===== src/rtl/aes_pkg.sv =====
// Shared AES-128 key-schedule types and tables.
// Holds the FSM encoding, round count, Rcon and S-box.
package aes_pkg;

  localparam int AES_BLOCK_SIZE = 128;
  localparam int AES_NUM_ROUNDS = 10;

  typedef enum logic [1:0] {
    IDLE   = 2'd0,
    EXPAND = 2'd1,
    DONE   = 2'd2
  } state_t;

  // Indexed directly by the round counter; slot 0 and 11..15 unused.
  localparam logic [7:0] RCON [16] = '{
    8'h00, 8'h01, 8'h02, 8'h04,
    8'h08, 8'h10, 8'h20, 8'h40,
    8'h80, 8'h1b, 8'h36, 8'h00,
    8'h00, 8'h00, 8'h00, 8'h00
  };

  localparam logic [7:0] SBOX [256] = '{
    8'h63,8'h7c,8'h77,8'h7b,8'hf2,8'h6b,8'h6f,8'hc5,
    8'h30,8'h01,8'h67,8'h2b,8'hfe,8'hd7,8'hab,8'h76,
    8'hca,8'h82,8'hc9,8'h7d,8'hfa,8'h59,8'h47,8'hf0,
    8'had,8'hd4,8'ha2,8'haf,8'h9c,8'ha4,8'h72,8'hc0,
    8'hb7,8'hfd,8'h93,8'h26,8'h36,8'h3f,8'hf7,8'hcc,
    8'h34,8'ha5,8'he5,8'hf1,8'h71,8'hd8,8'h31,8'h15,
    8'h04,8'hc7,8'h23,8'hc3,8'h18,8'h96,8'h05,8'h9a,
    8'h07,8'h12,8'h80,8'he2,8'heb,8'h27,8'hb2,8'h75,
    8'h09,8'h83,8'h2c,8'h1a,8'h1b,8'h6e,8'h5a,8'ha0,
    8'h52,8'h3b,8'hd6,8'hb3,8'h29,8'he3,8'h2f,8'h84,
    8'h53,8'hd1,8'h00,8'hed,8'h20,8'hfc,8'hb1,8'h5b,
    8'h6a,8'hcb,8'hbe,8'h39,8'h4a,8'h4c,8'h58,8'hcf,
    8'hd0,8'hef,8'haa,8'hfb,8'h43,8'h4d,8'h33,8'h85,
    8'h45,8'hf9,8'h02,8'h7f,8'h50,8'h3c,8'h9f,8'ha8,
    8'h51,8'ha3,8'h40,8'h8f,8'h92,8'h9d,8'h38,8'hf5,
    8'hbc,8'hb6,8'hda,8'h21,8'h10,8'hff,8'hf3,8'hd2,
    8'hcd,8'h0c,8'h13,8'hec,8'h5f,8'h97,8'h44,8'h17,
    8'hc4,8'ha7,8'h7e,8'h3d,8'h64,8'h5d,8'h19,8'h73,
    8'h60,8'h81,8'h4f,8'hdc,8'h22,8'h2a,8'h90,8'h88,
    8'h46,8'hee,8'hb8,8'h14,8'hde,8'h5e,8'h0b,8'hdb,
    8'he0,8'h32,8'h3a,8'h0a,8'h49,8'h06,8'h24,8'h5c,
    8'hc2,8'hd3,8'hac,8'h62,8'h91,8'h95,8'he4,8'h79,
    8'he7,8'hc8,8'h37,8'h6d,8'h8d,8'hd5,8'h4e,8'ha9,
    8'h6c,8'h56,8'hf4,8'hea,8'h65,8'h7a,8'hae,8'h08,
    8'hba,8'h78,8'h25,8'h2e,8'h1c,8'ha6,8'hb4,8'hc6,
    8'he8,8'hdd,8'h74,8'h1f,8'h4b,8'hbd,8'h8b,8'h8a,
    8'h70,8'h3e,8'hb5,8'h66,8'h48,8'h03,8'hf6,8'h0e,
    8'h61,8'h35,8'h57,8'hb9,8'h86,8'hc1,8'h1d,8'h9e,
    8'he1,8'hf8,8'h98,8'h11,8'h69,8'hd9,8'h8e,8'h94,
    8'h9b,8'h1e,8'h87,8'he9,8'hce,8'h55,8'h28,8'hdf,
    8'h8c,8'ha1,8'h89,8'h0d,8'hbf,8'he6,8'h42,8'h68,
    8'h41,8'h99,8'h2d,8'h0f,8'hb0,8'h54,8'hbb,8'h16
  };

endpackage


===== src/rtl/aes_sub_word.sv =====
// SubWord: four forward S-box lookups on a 32-bit word.
// Purely combinational; one instance serves the key schedule.
module aes_sub_word
  import aes_pkg::*;
(
  input  logic [31:0] word,
  output logic [31:0] subst
);

  // Byte-wise substitution, MSB byte first
  assign subst = {
    SBOX[word[31:24]],
    SBOX[word[23:16]],
    SBOX[word[15:8]],
    SBOX[word[7:0]]
  };

endmodule


===== src/rtl/aes_key_expansion.sv =====
// Iterative AES-128 key expansion, one round key per cycle.
// All 11 round keys are stored and read combinationally.
module aes_key_expansion
  import aes_pkg::*;
(
  input  logic         Clk,
  input  logic         Rst,
  input  logic [127:0] Key,
  input  logic         Key_valid,
  output logic         Key_ready,
  input  logic [3:0]   Round_idx,
  output logic [127:0] Round_key,
  output logic         Keys_ready
);

  state_t       state;
  logic [3:0]   cnt;
  logic         keys_ready_q;
  logic [127:0] rk [0:AES_NUM_ROUNDS];

  logic [127:0] prev;
  logic [127:0] next;
  logic [31:0]  rot;
  logic [31:0]  sub;
  logic [31:0]  w0;
  logic [31:0]  w1;
  logic [31:0]  w2;
  logic [31:0]  w3;

  // Select rk[cnt-1] as the source for the current round
  always_comb begin
    prev = '0;
    for (int i = 1; i <= AES_NUM_ROUNDS; i++) begin
      if (cnt == 4'(i)) prev = rk[i-1];
    end
  end

  assign rot = {prev[23:0], prev[31:24]};

  aes_sub_word u_sub_word (
    .word  (rot),
    .subst (sub)
  );

  assign w0   = prev[127:96] ^ sub ^ {RCON[cnt], 24'h0};
  assign w1   = prev[95:64] ^ w0;
  assign w2   = prev[63:32] ^ w1;
  assign w3   = prev[31:0] ^ w2;
  assign next = {w0, w1, w2, w3};

  assign Key_ready  = (state != EXPAND);
  assign Keys_ready = keys_ready_q;

  // Zero-latency read port; out-of-range indices read zero
  always_comb begin
    Round_key = '0;
    for (int i = 0; i <= AES_NUM_ROUNDS; i++) begin
      if (Round_idx == 4'(i)) Round_key = rk[i];
    end
  end

  // Key acceptance, per-cycle expansion and completion flag
  always_ff @(posedge Clk or posedge Rst) begin
    if (Rst) begin
      state        <= IDLE;
      cnt          <= '0;
      keys_ready_q <= 1'b0;
      for (int i = 0; i <= AES_NUM_ROUNDS; i++) begin
        rk[i] <= '0;
      end
    end else begin
      unique case (state)
        IDLE, DONE: begin
          if (Key_valid) begin
            rk[0]        <= Key;
            cnt          <= 4'd1;
            state        <= EXPAND;
            keys_ready_q <= 1'b0;
          end
        end
        EXPAND: begin
          for (int i = 1; i <= AES_NUM_ROUNDS; i++) begin
            if (cnt == 4'(i)) rk[i] <= next;
          end
          cnt <= cnt + 4'd1;
          if (cnt == 4'(AES_NUM_ROUNDS)) begin
            state        <= DONE;
            keys_ready_q <= 1'b1;
          end
        end
        default: state <= IDLE;
      endcase
    end
  end

endmodule

===== config.mk =====
export PLATFORM = sky130hd
export DESIGN_NAME = aes_key_expansion
export DESIGN_NICKNAME = d
export VERILOG_FILES = /design/src/rtl/aes_pkg.sv /design/src/rtl/aes_sub_word.sv /design/src/rtl/aes_key_expansion.sv
export SDC_FILE = /design/constraint.sdc
export NUM_CORES = 2
export LEC_CHECK = 0
export ABC_AREA = 1
export ABC_CLOCK_PERIOD_IN_PS = 53000
export CAP_MARGIN = 15
export CELL_PAD_IN_SITES_DETAIL_PLACEMENT = 1
export CELL_PAD_IN_SITES_GLOBAL_PLACEMENT = 1
export CORE_MARGIN = 1
export CORE_UTILIZATION = 45
export CTS_BUF_LIST = sky130_fd_sc_hd__clkbuf_4
export CTS_CLUSTER_DIAMETER = 50
export DETAILED_ROUTE_END_ITERATION = 8
export HOLD_SLACK_MARGIN = 0.03
export PLACE_DENSITY = 0.77
export SLEW_MARGIN = 5
export SYNTH_ARGS = -nofsm -noshare
export SYNTH_HDL_FRONTEND = slang
export SYNTH_SLANG_ARGS = --single-unit

===== constraint.sdc =====
create_clock -name Clk -period 53 [get_ports Clk]
set_input_delay 7.95 -clock Clk [delete_from_list [all_inputs] [get_ports Clk]]
set_output_delay 7.95 -clock Clk [all_outputs]
set_load 0.005 [all_outputs]

======== After elaboration in Yosys (flattened, before gate mapping) ========
Memory sizes are Yosys's and may differ from the RTL's.
Cells that the tools add are included.
storage, ports and cells
  ROM bits ................................ 8320
  word-level logic and storage cells ...... 117
  input port bits ......................... 135
  register bits after elaboration ......... 1415
  memories ................................ 5
operators by class
  add/subtract/negate cells ............... 1
  eq/ne operators ......................... 25
  bitwise operators ....................... 10
  magnitude comparators ................... 5
  multiplexer cells ....................... 39
  reductions and logical operators ........ 18
memories
  name              depth  width  read ports  clocked after memory_dff  wr ports  RTL line                 source
  (name not given)  256    8      1           0                         0         aes_sub_word.sv:12       SBOX[word[31:24]],
  (name not given)  256    8      1           0                         0         aes_sub_word.sv:14       SBOX[word[15:8]],
  (name not given)  256    8      1           0                         0         aes_sub_word.sv:15       SBOX[word[7:0]]
  (name not given)  256    8      1           0                         0         aes_sub_word.sv:13       SBOX[word[23:16]],
  (name not given)  16     8      1           0                         0         aes_key_expansion.sv:45  assign w0 = prev[127:96] ^ sub ^ {RCON[cnt], 24'h0};
operator list
  kind                                                       count
  2-to-1 mux 128 bit                                         21
  bitwise XOR 32 bit                                         5
  2-to-1 mux 8 bit                                           10
  greater-or-equal comparator 9 bit (second input constant)  4
  NOT 8 -> 9 bit                                             4
  equality test 4 x 3 -> 1 bit (second input constant)       8
  AND reduction 2 bit                                        13
  equality test 4 bit (second input constant)                6
  equality test 4 x 2 -> 1 bit (second input constant)       4
  equality test 4 x 1 -> 1 bit (second input constant)       2
  one-hot mux 4 bit (2 select lines)                         1
  greater-or-equal comparator 5 bit (second input constant)  1
  NOT 4 -> 5 bit                                             1
  adder 4 x 1 -> 4 bit (second input constant)               1
  zero test 4 bit                                            1
  2-to-1 mux 2 bit                                           2
  2-to-1 mux 4 bit                                           1
  inequality test 2 bit (second input constant)              2
  one-hot mux 2 bit (2 select lines)                         1
  AND reduction 3 bit                                        1
  equality test 2 x 1 -> 1 bit (second input constant)       1
  equality test 2 bit (second input constant)                1
  zero test 2 bit                                            1
  2-to-1 mux 1 bit                                           2
  4 further kinds                                            4

======== Longest topological paths before layout ========
  depth in word-level cells ............... 20
  depth in mapped cells ................... 40
  gate-level depth less buffers ........... 37

======== Hierarchy ========
Synthesis repeated with hierarchy kept, for this count alone.
second synthesis, totals
  cells, all modules ...................... 13539
  area total of the unflattened synthesis .. 88965.3 um2
by module, submodules not included
  module             instances  area an instance (um2)  cells each
  aes_key_expansion  1          77426.8                 11029
  aes_sub_word       1          11538.6                 2510

======== Worst setup path after synthesis ========
OpenSTA, ideal clock, no wires.
  path kind ............................... input port to output port
  start point ............................. in Round_idx[3]
  end point ............................... out Round_key[116]
  data arrival time ....................... 9.577 ns
  data required time ...................... 45.050 ns
  setup slack ............................. 35.473 ns
  cell stages on the path ................. 9
  cells stage by stage .................... nor2_1 -> inv_1 -> nor2_1 -> clkbuf_1 -> clkbuf_1 -> a221oi_1 -> o211ai_1 -> o22ai_1 -> nand4_1
between the ends
  longest elaborated chain between the ends .. 12
  elaborated cells between the ends (all ways) .. 22
ends and longest elaborated chain
  element                           RTL line                 source
  start: declaration                aes_key_expansion.sv:11  input logic [3:0] Round_idx,
  zero test 4 bit                   aes_key_expansion.sv:58  if (Round_idx == 4'(i)) Round_key = rk[i];
  2-to-1 mux 128 bit (10 in a row)  aes_key_expansion.sv:58
  2-to-1 mux 128 bit *              aes_key_expansion.sv:58
  end: declaration                  aes_key_expansion.sv:12  output logic [127:0] Round_key,
Mark *: on every way between the ends. The rest lies on a longest branch, timed or not.

======== Final worst setup path ========
  start point ............................. in Round_idx[1]
  end point ............................... out Round_key[41]
Same word-level chain as after synthesis.

==> run summary <==
In this run the clock root is driven by a clkbuf_4. The proportion of synthesized flip-flops having asynchronous set or reset is 100%. The signal on the critical path passes through clkdlybuf4s50_1, inv_1, nor2_4, buf_4, inv_1, nor2_4, buf_4, buf_4, buf_4, a221oi_1, o21ai_0, o32ai_1, o2111ai_1, clkdlybuf4s50_1.

The via count of the first global-routing pass came out at 102000. By instance count, the cell type seen most on the critical path is buf_4. The compound-gate portion of the synthesized area came out at 18.2%. Counting every instance in the synthesized netlist gives 12500. Routability-driven placement finished with a final weighted congestion of 1.01. For this run, the leading register cell type out of synthesis is dfrtp_1. The adder and majority gate portion of the synthesized area is 0.864%. The TritonCTS buffer count came out at 415. Max-cap violations in this run came to 0.

The count of unique library cells instantiated by Yosys came out at 60. STA classifies the critical path endpoint as an output port. The initial utilization of the core area, before any placement, comes to 45.3%. The number of levels in the clock H-tree is 5.

The share of synthesized area spent on multiplexers is 0%. The final hold violation count came to 0. The number of gates given a new drive strength after cts is 0.

The count of routing violations after the opening detailed-route iteration is 14000. By instance count, the leading cell after synthesis is nand2_1. The total iterations of the first detailed-routing run came out at 9.

The final period demand of the worst path is 22150 ps. The simple-gate share of the synthesized area is 31.4%. The net total in the final layout came out at 12600.

The slowest stage of the critical path belongs to the cell buf_4. The number of flops mapped to enable cells by yosys came out at 0. The achievable clock frequency is 0.0452 GHz. The number of sinks driven by the clock tree came out at 1415. STA classifies the critical path startpoint as an input port. Synthesis inferred 1415 register bits. The critical setup path kind is input port to output port. The critical path data arrival time is 14200 ps. The run finished with clean final reports. The commonest cells after synthesis are nand2_1, nand3_1, dfrtp_1. Setup repair after global routing left no endpoint under its margin.

The largest stage delay on the critical path is 930 ps. The detail route stage leaves a number of antenna-violating nets equal to 0. The synthesized area divided by synthesized cell count is 7.09 sq um. The number of top-level pins is 265. The routed layout has 103000 vias. The combinational family with the most area after synthesis is simple AND/OR/NAND/NOR gates.

The share of layout cells above drive strength 1 is 9.54%. The accumulated negative setup slack came out at 0 ps. The number of antenna violations at the first check in global routing was 18.

The core area is 0.195 sq mm. The total routing resource utilization after global routing came out at 49.5%. The fraction of the yosys area taken by sequential cells came out at 40.1%. The ratio of routed vias to standard cells came out at 6.68.

The post-detailed-route wirelength per cell is 32.7 um. The first global-routing pass estimated 719000 um of wire. From bottom edge to top edge, the die measures 445 um. Setup violations remaining at the end of the flow were counted as 0. Of all nets on the critical path, the largest fanout is 47. The worst clock skew on the final layout came out at 173 ps. The transition time at the pin with the least slew margin came out at 1380 ps. The number of synthesis warnings is 0. The floorplan has 162 rows.

The full die area is 0.198 sq mm. In this run the tool buffered the top-level ports with 264 buffer cells. The largest buffer count on any clock path came out at 4. The path class of the tightest hold or removal check is flip-flop to flip-flop. The worst path uses 41.8% of the clock period. The worst pin sits at a relative slew slack of 7.90%.

The clock transition at the registers of the reported paths came out at 60 ps. Entering global routing, the biggest net connects 169 pins. The total overflow left after global routing is 0. The overall routed net length is 501000 um.

TritonCTS built the clock tree. The cell type contributing the most total cell area after synthesis is dfrtp_1. The share of synthesized area in the top cell type comes to 40.1%. The number of nets in the synthesized netlist is 12700. Buffers inserted to repair hold after CTS numbered 0.

The mapped netlist covers 0.0884 sq mm. The required time reported for the critical path endpoint came out at 45050 ps. The clock insertion delay at the later pin of the skew report is 1490 ps.

The share of the synthesized netlist area taken by xor and xnor gates is 0.00991%. The total setup buffers inserted after CTS is 0. Ranked by total cell area, the synthesized netlist is headed by dfrtp_1, nand2_1, nand3_1. The synthesis-to-finish area growth is 9.86%. The DRC violations left is 0. The count of pins over their slew limit is 0. The HPWL after detailed placement is 317000 um. The horizontal die dimension is 445 um.
==> per-stage QoR <==
stage	area [sq um]	setup WS, ps	utilization, %	std cells	hold slack, ps
global placement	91900	31290	47.1	14600	462
finish	97100	30850	49.8	15400	483
global route	97000	31130	49.8	15300	505
detailed placement	91900	31310	47.1	14600	467
floorplan	88400	5150	-	12500	449
CTS	97000	31310	49.7	15300	482
==> cell usage in the layout, fill, tap and decap left out, types with 10 or more instances in the layout <==
master           synthesis  final
inv_2                   29     28
nand3_4                 11     13
ha_1                    61     61
nand4_1                 85     85
o211ai_1               136    136
nand3_1               1847   1845
o21ai_0               1192   1190
a22oi_1                 82     82
a31oi_1                136    136
clkinv_1                 7     74
nand3_2                101    101
clkinv_2                 1     10
nand2_1               3457   3450
nor4_1                  19     19
nor2_1                 613    590
inv_1                 1007    987
o22ai_1                107    107
nor2_4                   4     29
buf_12                   0     12
nand2_2                104    105
o21ai_1                253    254
a221oi_1               178    178
o221ai_1                70     70
buf_4                   82    185
a21oi_1                341    341
nand3b_1                24     24
a2111oi_0               21     21
clkbuf_4                 0    625
diode_2                  0     19
inv_4                    1     15
dfrtp_1               1415   1415
a41oi_1                 12     12
o2111ai_1              111    111
a211oi_1                13     13
clkdlybuf4s50_1          0    264
nand2_4                 29     33
==> cells by family (layout without fill, tap and decap cells) <==
kind of cell / count (synthesis) / count (layout)
and+or+nand+nor: 6315 / 6315
adders and majority gates: 61 / 61
DFF: 1415 / 1415
xor gates and xnor gates: 1 / 1
buffers and inverters: 1967 / 2217
other: 0 / 19
AOI/OAI and AO/OA: 2698 / 2698
==> registers in the layout, indices dropped and copies added (netlist names) <==
name,flops
state,2
Keys_ready,1
cnt,4
rk,1408
==> final cells by class <==
class	instances	area [sq um]
diodes	19	47.5
repair buffers	463	4290
flip-flops and latches	1415	35400
well taps	2624	3280
fillers	25200	97900
multi-input cells	9075	44900
clock buffers	624	4680
inverters	1045	4010
clock inverters	85	455
==> worst max-delay path: cells and delay by family <==
kind | cells | cell delay (ps)
and+or+nand+nor | 2 | 560
AOI/OAI and AO/OA | 4 | 920
buffers and inverters | 8 | 4660
==> path summary, 6_finish.rpt <==
check / from / end / slack [ps] / depth (start not counted)
min in group asynchronous: Rst / rk[145] / 7070 / 2
max reg2reg: cnt[0] / rk[664] / 42950 / 33
min reg2reg: Keys_ready / Keys_ready / 480 / 2
min: Keys_ready / Keys_ready / 480 / 2
max: Round_idx[1] / Round_key[41] / 30850 / 14
max in group asynchronous: Rst / rk[1394] / 40920 / 7
==> routing by layer <==
metal	track usage (%)	share of wire, %	routed length [um]
met5	0	0.015	77
met1	61.2	37	184000
met2	71.8	42	209000
met4	40.8	9.7	48700
met3	14.0	12	60000
Power is not shown: default switching activity piles up to over one toggle a cycle in this logic, so the estimate is an artifact.
